## src/rtl/memory_game_pkg.sv

```systemverilog
// memory_game_pkg
// Shared constants, state encoding and helpers for the memory-game checker.
//   DISPLAY_CYCLE_DEF   : default number of stored values checked per round
//   FEEDBACK_CYCLES_DEF : default number of cycles a per-guess result stays on led
//   LED_W / ADDR_W      : width of the led/switch/memory data and of the read address
//   SCORE_W             : width of the score counter
//   state_t             : checker FSM states
//   thermometer()       : bit i high iff i < n
package memory_game_pkg;

  localparam int DISPLAY_CYCLE_DEF   = 10;
  localparam int FEEDBACK_CYCLES_DEF = 4;
  localparam int LED_W               = 10;
  localparam int ADDR_W              = 4;
  localparam int SCORE_W             = 4;

  typedef enum logic [2:0] {
    S_IDLE     = 3'd0,
    S_WAIT_KEY = 3'd1,
    S_COMPARE  = 3'd2,
    S_FEEDBACK = 3'd3,
    S_DONE     = 3'd4
  } state_t;

  function automatic logic [LED_W-1:0] thermometer(input logic [SCORE_W-1:0] n);
    logic [LED_W-1:0] t;
    t = '0;
    for (int i = 0; i < LED_W; i++) begin
      t[i] = (i < int'(n));
    end
    return t;
  endfunction

endpackage

```

## src/rtl/game_check_if.sv

```systemverilog
// game_check_if
// Groups the player/memory/display signals of the checker.
//   check_start : one-cycle pulse, begins (or restarts) a round
//   confirm_key : raw active-low player key, asynchronous to the clock
//   sw          : player guess switches
//   q           : memory read data, combinational function of rn
//   rn          : memory read address (current guess index)
//   led         : feedback display
//   score       : correct guesses this round
//   busy/done/pass : round status
// The master modport drives stimulus and memory data, the slave modport is the checker.
interface game_check_if;
  import memory_game_pkg::*;

  logic               check_start;
  logic               confirm_key;
  logic [LED_W-1:0]   sw;
  logic [LED_W-1:0]   q;
  logic [ADDR_W-1:0]  rn;
  logic [LED_W-1:0]   led;
  logic [SCORE_W-1:0] score;
  logic               busy;
  logic               done;
  logic               pass;

  modport master (
    output check_start, confirm_key, sw, q,
    input  rn, led, score, busy, done, pass
  );

  modport slave (
    input  check_start, confirm_key, sw, q,
    output rn, led, score, busy, done, pass
  );

endinterface

```

## src/rtl/game_check_key_edge_sync.sv

```systemverilog
// key_edge_sync
// Brings the raw active-low player key into the clock domain and turns each
// press into a single-cycle pulse, however long the key is held.
//   i_clk    : clock
//   i_resetn : asynchronous active-low reset
//   i_keyN   : raw active-low key
//   o_press  : one-cycle pulse on the cycle the synchronized level falls 1->0
module key_edge_sync (
  input  logic i_clk,
  input  logic i_resetn,
  input  logic i_keyN,
  output logic o_press
);

  logic r_sync1;
  logic r_sync2;
  logic r_syncPrev;

  // Two-flop synchronizer plus one flop of history for edge detection.
  // All flops reset to 1 so a released key never looks like a press.
  always_ff @(posedge i_clk or negedge i_resetn) begin
    if (!i_resetn) begin
      r_sync1    <= 1'b1;
      r_sync2    <= 1'b1;
      r_syncPrev <= 1'b1;
    end else begin
      r_sync1    <= i_keyN;
      r_sync2    <= r_sync1;
      r_syncPrev <= r_sync2;
    end
  end

  assign o_press = r_syncPrev & ~r_sync2;

endmodule

```

## src/rtl/game_check.sv

```systemverilog
// game_check
// Round controller of the memory game: walks through DISPLAY_CYCLE stored
// values, takes one player guess per value, shows per-guess feedback on led
// for FEEDBACK_CYCLES cycles and finally a thermometer of the score.
//   game_clk : clock, rising edge
//   resetn   : asynchronous active-low reset
//   bus      : game_check_if slave (check_start, confirm_key, sw, q in;
//              rn, led, score, busy, done, pass out)
module game_check
  import memory_game_pkg::*;
#(
  parameter int DISPLAY_CYCLE   = DISPLAY_CYCLE_DEF,
  parameter int FEEDBACK_CYCLES = FEEDBACK_CYCLES_DEF
) (
  input  logic         game_clk,
  input  logic         resetn,
  game_check_if.slave  bus
);

  state_t             r_state;
  state_t             w_nextState;

  logic [ADDR_W-1:0]  r_index;
  logic [SCORE_W-1:0] r_score;
  logic [LED_W-1:0]   r_guess;
  logic [LED_W-1:0]   r_led;
  logic [3:0]         r_fbCnt;
  logic               r_busy;
  logic               r_done;
  logic               r_pass;

  logic [ADDR_W-1:0]  w_nextIndex;
  logic [SCORE_W-1:0] w_nextScore;
  logic [LED_W-1:0]   w_nextGuess;
  logic [LED_W-1:0]   w_nextLed;
  logic [3:0]         w_nextFbCnt;
  logic               w_nextBusy;
  logic               w_nextDone;
  logic               w_nextPass;

  logic               w_press;
  logic               w_lastIndex;
  logic               w_fbLast;

  key_edge_sync u_keySync (
    .i_clk    (game_clk),
    .i_resetn (resetn),
    .i_keyN   (bus.confirm_key),
    .o_press  (w_press)
  );

  assign w_lastIndex = (r_index == ADDR_W'(DISPLAY_CYCLE - 1));
  assign w_fbLast    = (r_fbCnt == 4'(FEEDBACK_CYCLES - 1));

  // State register.
  always_ff @(posedge game_clk or negedge resetn) begin
    if (!resetn) begin
      r_state <= S_IDLE;
    end else begin
      r_state <= w_nextState;
    end
  end

  // Next-state logic. check_start restarts the round from any state and
  // beats a simultaneous press.
  always_comb begin
    w_nextState = r_state;
    if (bus.check_start) begin
      w_nextState = S_WAIT_KEY;
    end else begin
      case (r_state)
        S_WAIT_KEY: if (w_press) w_nextState = S_COMPARE;
        S_COMPARE:  w_nextState = S_FEEDBACK;
        S_FEEDBACK: if (w_fbLast) w_nextState = w_lastIndex ? S_DONE : S_WAIT_KEY;
        default:    w_nextState = r_state;
      endcase
    end
  end

  // Output/datapath logic: next values of every registered output.
  // Presses outside WAIT_KEY fall through untouched and are simply lost.
  always_comb begin
    w_nextIndex = r_index;
    w_nextScore = r_score;
    w_nextGuess = r_guess;
    w_nextLed   = r_led;
    w_nextFbCnt = r_fbCnt;
    if (bus.check_start) begin
      w_nextIndex = '0;
      w_nextScore = '0;
      w_nextLed   = '0;
      w_nextFbCnt = '0;
    end else begin
      case (r_state)
        S_WAIT_KEY: begin
          if (w_press) w_nextGuess = bus.sw;
        end
        S_COMPARE: begin
          w_nextFbCnt = '0;
          if (r_guess == bus.q) begin
            if (r_score < SCORE_W'(DISPLAY_CYCLE)) w_nextScore = r_score + 1'b1;
            w_nextLed = '1;
          end else begin
            w_nextLed = bus.q;
          end
        end
        S_FEEDBACK: begin
          if (w_fbLast) begin
            if (w_lastIndex) begin
              w_nextLed = thermometer(r_score);
            end else begin
              w_nextLed   = '0;
              w_nextIndex = r_index + 1'b1;
            end
          end else begin
            w_nextFbCnt = r_fbCnt + 1'b1;
          end
        end
        default: begin
        end
      endcase
    end
    w_nextBusy = (w_nextState == S_WAIT_KEY) || (w_nextState == S_COMPARE) ||
                 (w_nextState == S_FEEDBACK);
    w_nextDone = (w_nextState == S_DONE);
    w_nextPass = w_nextDone && (w_nextScore == SCORE_W'(DISPLAY_CYCLE));
  end

  // Registered datapath and status outputs, aligned with the state register.
  always_ff @(posedge game_clk or negedge resetn) begin
    if (!resetn) begin
      r_index <= '0;
      r_score <= '0;
      r_guess <= '0;
      r_led   <= '0;
      r_fbCnt <= '0;
      r_busy  <= 1'b0;
      r_done  <= 1'b0;
      r_pass  <= 1'b0;
    end else begin
      r_index <= w_nextIndex;
      r_score <= w_nextScore;
      r_guess <= w_nextGuess;
      r_led   <= w_nextLed;
      r_fbCnt <= w_nextFbCnt;
      r_busy  <= w_nextBusy;
      r_done  <= w_nextDone;
      r_pass  <= w_nextPass;
    end
  end

  // rn follows the index register directly so q settles a cycle ahead of COMPARE.
  assign bus.rn    = r_index;
  assign bus.led   = r_led;
  assign bus.score = r_score;
  assign bus.busy  = r_busy;
  assign bus.done  = r_done;
  assign bus.pass  = r_pass;

endmodule

```

## src/flat_wrapper.sv

```systemverilog
// flat-port wrapper written by rule: the top's interface ports become plain ports
module game_check_flat import memory_game_pkg::*;
#(
  parameter int DISPLAY_CYCLE   = DISPLAY_CYCLE_DEF,
  parameter int FEEDBACK_CYCLES = FEEDBACK_CYCLES_DEF
)
  (game_clk, resetn, bus_check_start, bus_confirm_key, bus_sw, bus_q, bus_rn, bus_led, bus_score, bus_busy, bus_done, bus_pass);
  game_check_if bus_i ();
  input  logic game_clk;
  input  logic resetn;
  input wire logic [$bits(bus_i.check_start)-1:0] bus_check_start;
  input wire logic [$bits(bus_i.confirm_key)-1:0] bus_confirm_key;
  input wire logic [$bits(bus_i.sw)-1:0] bus_sw;
  input wire logic [$bits(bus_i.q)-1:0] bus_q;
  output wire logic [$bits(bus_i.rn)-1:0] bus_rn;
  output wire logic [$bits(bus_i.led)-1:0] bus_led;
  output wire logic [$bits(bus_i.score)-1:0] bus_score;
  output wire logic [$bits(bus_i.busy)-1:0] bus_busy;
  output wire logic [$bits(bus_i.done)-1:0] bus_done;
  output wire logic [$bits(bus_i.pass)-1:0] bus_pass;
  assign bus_i.check_start = bus_check_start;
  assign bus_i.confirm_key = bus_confirm_key;
  assign bus_i.sw = bus_sw;
  assign bus_i.q = bus_q;
  assign bus_rn = bus_i.rn;
  assign bus_led = bus_i.led;
  assign bus_score = bus_i.score;
  assign bus_busy = bus_i.busy;
  assign bus_done = bus_i.done;
  assign bus_pass = bus_i.pass;
  game_check #(.DISPLAY_CYCLE(DISPLAY_CYCLE), .FEEDBACK_CYCLES(FEEDBACK_CYCLES)) u_core (.game_clk(game_clk), .resetn(resetn), .bus(bus_i));
endmodule
```

## config.mk

```make
export PLATFORM = sky130hd
export DESIGN_NAME = game_check_flat
export DESIGN_NICKNAME = d
export VERILOG_FILES = /design/src/rtl/memory_game_pkg.sv /design/src/rtl/game_check_if.sv /design/src/rtl/game_check_key_edge_sync.sv /design/src/rtl/game_check.sv /design/src/flat_wrapper.sv
export SDC_FILE = /design/constraint.sdc
export NUM_CORES = 1
export LEC_CHECK = 0
export CAP_MARGIN = 20
export CORE_MARGIN = 4
export CORE_UTILIZATION = 50
export DETAILED_ROUTE_END_ITERATION = 16
export MAX_ROUTING_LAYER = met4
export PLACE_DENSITY = 0.88
export SYNTH_ARGS = -nofsm -noshare
export SYNTH_HDL_FRONTEND = slang
export SYNTH_SLANG_ARGS = --single-unit
```

## constraint.sdc

```tcl
create_clock -name game_clk -period 2.7 [get_ports game_clk]
set_clock_uncertainty 0.1 [all_clocks]
set_input_delay 0.54 -clock game_clk [delete_from_list [all_inputs] [get_ports game_clk]]
set_output_delay 0.54 -clock game_clk [all_outputs]
set_load 0.1 [all_outputs]
```

==> flow_summary_export.csv <==
group,metric,value,unit
drt,drc,0,
drt,routed.top_layer,"met4",
critical_path,worst-path-buf-inv,0,
sta,fin_crit,2240,ps
critical_path,cp.required,2780,ps
critical_path,worst_ep_arrival_time,2320,ps
critical_path,crit_chain,"ha_1 > nor3b_1 > nand3_1 > a21oi_2 > nand3_4 > mux2_2",
synth,synth_area,2100,sq um
cells_and_area,synthToLayoutAreaGrowth,25.0,%
sta,fin_crit_sh,0.829,
place,portBuffers,44,
place,dp.cells,286,
cts,clkLatencyLatePin,300,ps
cts,cts_buffers,5,
floorplanning,die_w,72.8,microns
critical_path,cp-end-kind,"flop",
floorplanning,start_util,0.521,
synth,synth_cell_types,47,
min_path,hp-class,"reg -> reg",
critical_path,slowest_delay,430,ps
drt,drt-total-wl,4.63,mm
critical_path,worstSetupPathType,"reg -> reg",
cells_and_area,post-route-util,0.651,
floorplanning,pin_count,45,
power_and_ir_drop,powerDensity,508,nW/um^2
floorplanning,core_area,4030,sq um
run_status,status,"finished clean",
drt,met1_length,2.01,mm
sta,fmax,0.447,GHz
synth,syn_area_per_cell,10.7,sq um
sta,finalHoldViolations,0,
synth,ys_ff_latch,41,
cts,clockBufferDepth,2,
drt,route.met3.wl,252,microns
place,gp_congestion,0.790,
floorplanning,die_area,5300,sq um
sta,slew_viol_final,0,
synth,synth_ff_type,"dfrtp_1",
sta,relSlewSlack,0.388,
synth,yosysWarnings,0,
cts,htree_levels,2,
critical_path,crit_path_top_delay_cell,"nor3b_1",
power_and_ir_drop,p_total,1.33,mW
floorplanning,die_height,72.8,microns
cells_and_area,insertedDiodeCount,0,
grt,grt_usage,0.195,
grt,grt_pass1_wl,7.60,mm
synth,synthArstFlopShare,1.00,
grt,grt_max_degree,42,
cts,clk_pin_slew,70,ps
floorplanning,rows,23,
drt,wl_met2,2.28,mm
sta,grt_setup_unrepaired,"false",
synth,synth_edf_count,0,
cts,postCtsHoldBufs,0,
critical_path,critPathTopFamily,"simple AND/OR/NAND/NOR gates",
drt,wl_per_cell,15.7,microns
grt,antenna_found_initial,0,
cells_and_area,nets,272,
cells_and_area,drive_gt1_frac,0.250,
cts,clock-sinks,41,
sta,setup_viol,0,
grt,grt_pass1_vias,1617,
synth,synth_nets,225,
place,dp_hpwl,3.40,mm
critical_path,startpoint_type,"flop",
drt,ant_nets,0,
sta,whs,263,ps
drt,viasPerCell,5.66,
drt,drt_first_pass_iters,4,
cts,post_cts_resized,0,
cells_and_area,num-fill-cells,327,
cts,cts_root_buf,"clkbuf_8",
critical_path,crit_fanout,10,
cells_and_area,stdcell_count,294,
grt,grt-ovfl-total,0,
cts,cts_tree,"yes",
sta,tightest_slew,919,ps
drt,drt_first_iter_violations,115,
cts,cts_setup_buffers,0,
synth,yosysSeqAreaShare,0.490,
synth,synthCells,196,
power_and_ir_drop,p_leak,1.13,nW
flow_run,maxCapViolations,0,
drt,via_count,1664,
sta,finalSetupTns,0,ps
power_and_ir_drop,vdd_drop_max,0.348,mV
power by group:
part	total, mW	switching, mW	internal (mW)
Combinational	0.223	0.102	0.121
Clock	0.385	0.206	0.179
Sequential	0.724	0.0486	0.675
Total	1.33	0.356	0.975
placed cells by master, fill, tap and decap left out, types with 2 or more instances in the layout:
| cell type | count |
|---|---|
| a21oi_2 | 2 |
| a21o_1 | 2 |
| nor3b_1 | 2 |
| dfrtp_1 | 38 |
| dfstp_2 | 3 |
| a31oi_1 | 4 |
| nand3b_1 | 2 |
| xnor2_1 | 9 |
| o311ai_0 | 5 |
| a21oi_1 | 7 |
| o21ai_0 | 11 |
| o21ba_2 | 2 |
| or3b_1 | 2 |
| a211oi_1 | 2 |
| xor2_1 | 5 |
| clkinv_2 | 2 |
| nand4_1 | 5 |
| inv_1 | 4 |
| clkbuf_8 | 5 |
| buf_4 | 26 |
| nor2_1 | 16 |
| and4_1 | 2 |
| mux2_2 | 11 |
| clkdlybuf4s50_1 | 22 |
| o311ai_1 | 2 |
| and3b_1 | 2 |
| nand2_1 | 19 |
| nand3_1 | 3 |
| nor3_1 | 4 |
| ha_1 | 5 |
worst reg2reg max path, cell delays in order, from the launching register on:
cell	delay (ps)
dfrtp_1	400
ha_1	230
nor3b_1	430
nand3_1	250
a21oi_2	240
nand3_4	170
mux2_2	320
synthesized netlist by cell type, types with 2 or more instances:
| cell | count | area share |
|---|---|---|
| nand2_1 | 19 | 0.034 |
| dfstp_2 | 3 | 0.038 |
| buf_4 | 2 | 0.0071 |
| o21ai_0 | 11 | 0.026 |
| o311ai_0 | 5 | 0.021 |
| xor2_1 | 5 | 0.021 |
| clkbuf_1 | 6 | 0.011 |
| a21o_1 | 2 | 0.0071 |
| o21ba_2 | 2 | 0.0095 |
| o311ai_1 | 2 | 0.0083 |
| or3b_1 | 2 | 0.0083 |
| xnor2_1 | 9 | 0.038 |
| nand3b_1 | 2 | 0.0071 |
| a211oi_1 | 2 | 0.0071 |
| nand3_1 | 3 | 0.0071 |
| and4_1 | 2 | 0.0083 |
| nor3_1 | 4 | 0.0095 |
| a21oi_1 | 7 | 0.017 |
| nor3b_1 | 2 | 0.0071 |
| nand4_1 | 5 | 0.015 |
| ha_1 | 5 | 0.030 |
| and3b_1 | 2 | 0.0083 |
| inv_1 | 4 | 0.0071 |
| dfrtp_1 | 38 | 0.45 |
| nor2_1 | 16 | 0.029 |
| mux2_2 | 11 | 0.059 |
| a31oi_1 | 4 | 0.012 |
| a21oi_2 | 2 | 0.0083 |
per-stage QoR:
stage                     setup WS [ps]  area (sq um)
after global routing                331          2620
final                               461          2620
after detailed placement            301          2540
after floorplan                     165          2100
after global placement              364          2540
after CTS                           452          2620
logic make-up (layout without fill, tap and decap cells):
| family | Yosys count | count (layout) | share of synthesized area |
|---|---|---|---|
| buffers and inverters | 13 | 61 | 0.0268 |
| xor gates and xnor gates | 14 | 14 | 0.0584 |
| muxes | 11 | 11 | 0.0590 |
| and+or+nand+nor | 68 | 68 | 0.189 |
| DFF | 41 | 41 | 0.490 |
| adders and majority gates | 5 | 5 | 0.0298 |
| AOI/OAI and AO/OA | 44 | 44 | 0.147 |
state kept, by name, summed over array words and instances, names as in the netlist:
name	cells
u_core.bus.done	1
u_core.r_fbCnt	4
u_core.bus.led	10
u_core.bus.busy	1
u_core.r_guess	10
u_core.bus.score	4
u_core.bus.rn	4
u_core.r_state	3
u_core.u_keySync.r_sync2	1
u_core.u_keySync.r_syncPrev	1
u_core.u_keySync.r_sync1	1
u_core.bus.pass	1
path summary, 6_finish.rpt:
check / start / to / slack [ps] / depth (start not counted)
setup / recovery: u_core.r_fbCnt[0] / u_core.r_guess[8] / 460 / 6
hold / removal: u_core.u_keySync.r_sync1 / u_core.u_keySync.r_sync2 / 260 / 0
setup reg to reg: u_core.r_fbCnt[0] / u_core.r_guess[8] / 460 / 6
hold reg to reg: u_core.u_keySync.r_sync1 / u_core.u_keySync.r_sync2 / 260 / 0
max in group asynchronous: resetn / u_core.r_guess[9] / 1660 / 1
min in group asynchronous: resetn / u_core.bus.rn[3] / 270 / 1
layout make-up:
type,count,area [sq um],share of cell area
clock buffers,6,72.6,0.0277
clock inverters,2,10.0,0.00381
inverters,4,15.0,0.00572
multi-input cells,142,1010,0.386
flip-flops and latches,41,1030,0.392
well taps,50,62.6,0.0238
repair buffers,49,420,0.160
layer usage:
layer / up-vias / global-route usage
met5: - / -
met4: 0 / 0.0779
met3: 9 / 0.0468
met2: 49 / 0.303
met1: 797 / 0.246
li1: 809 / -
Power figures use the tool's default switching activity.
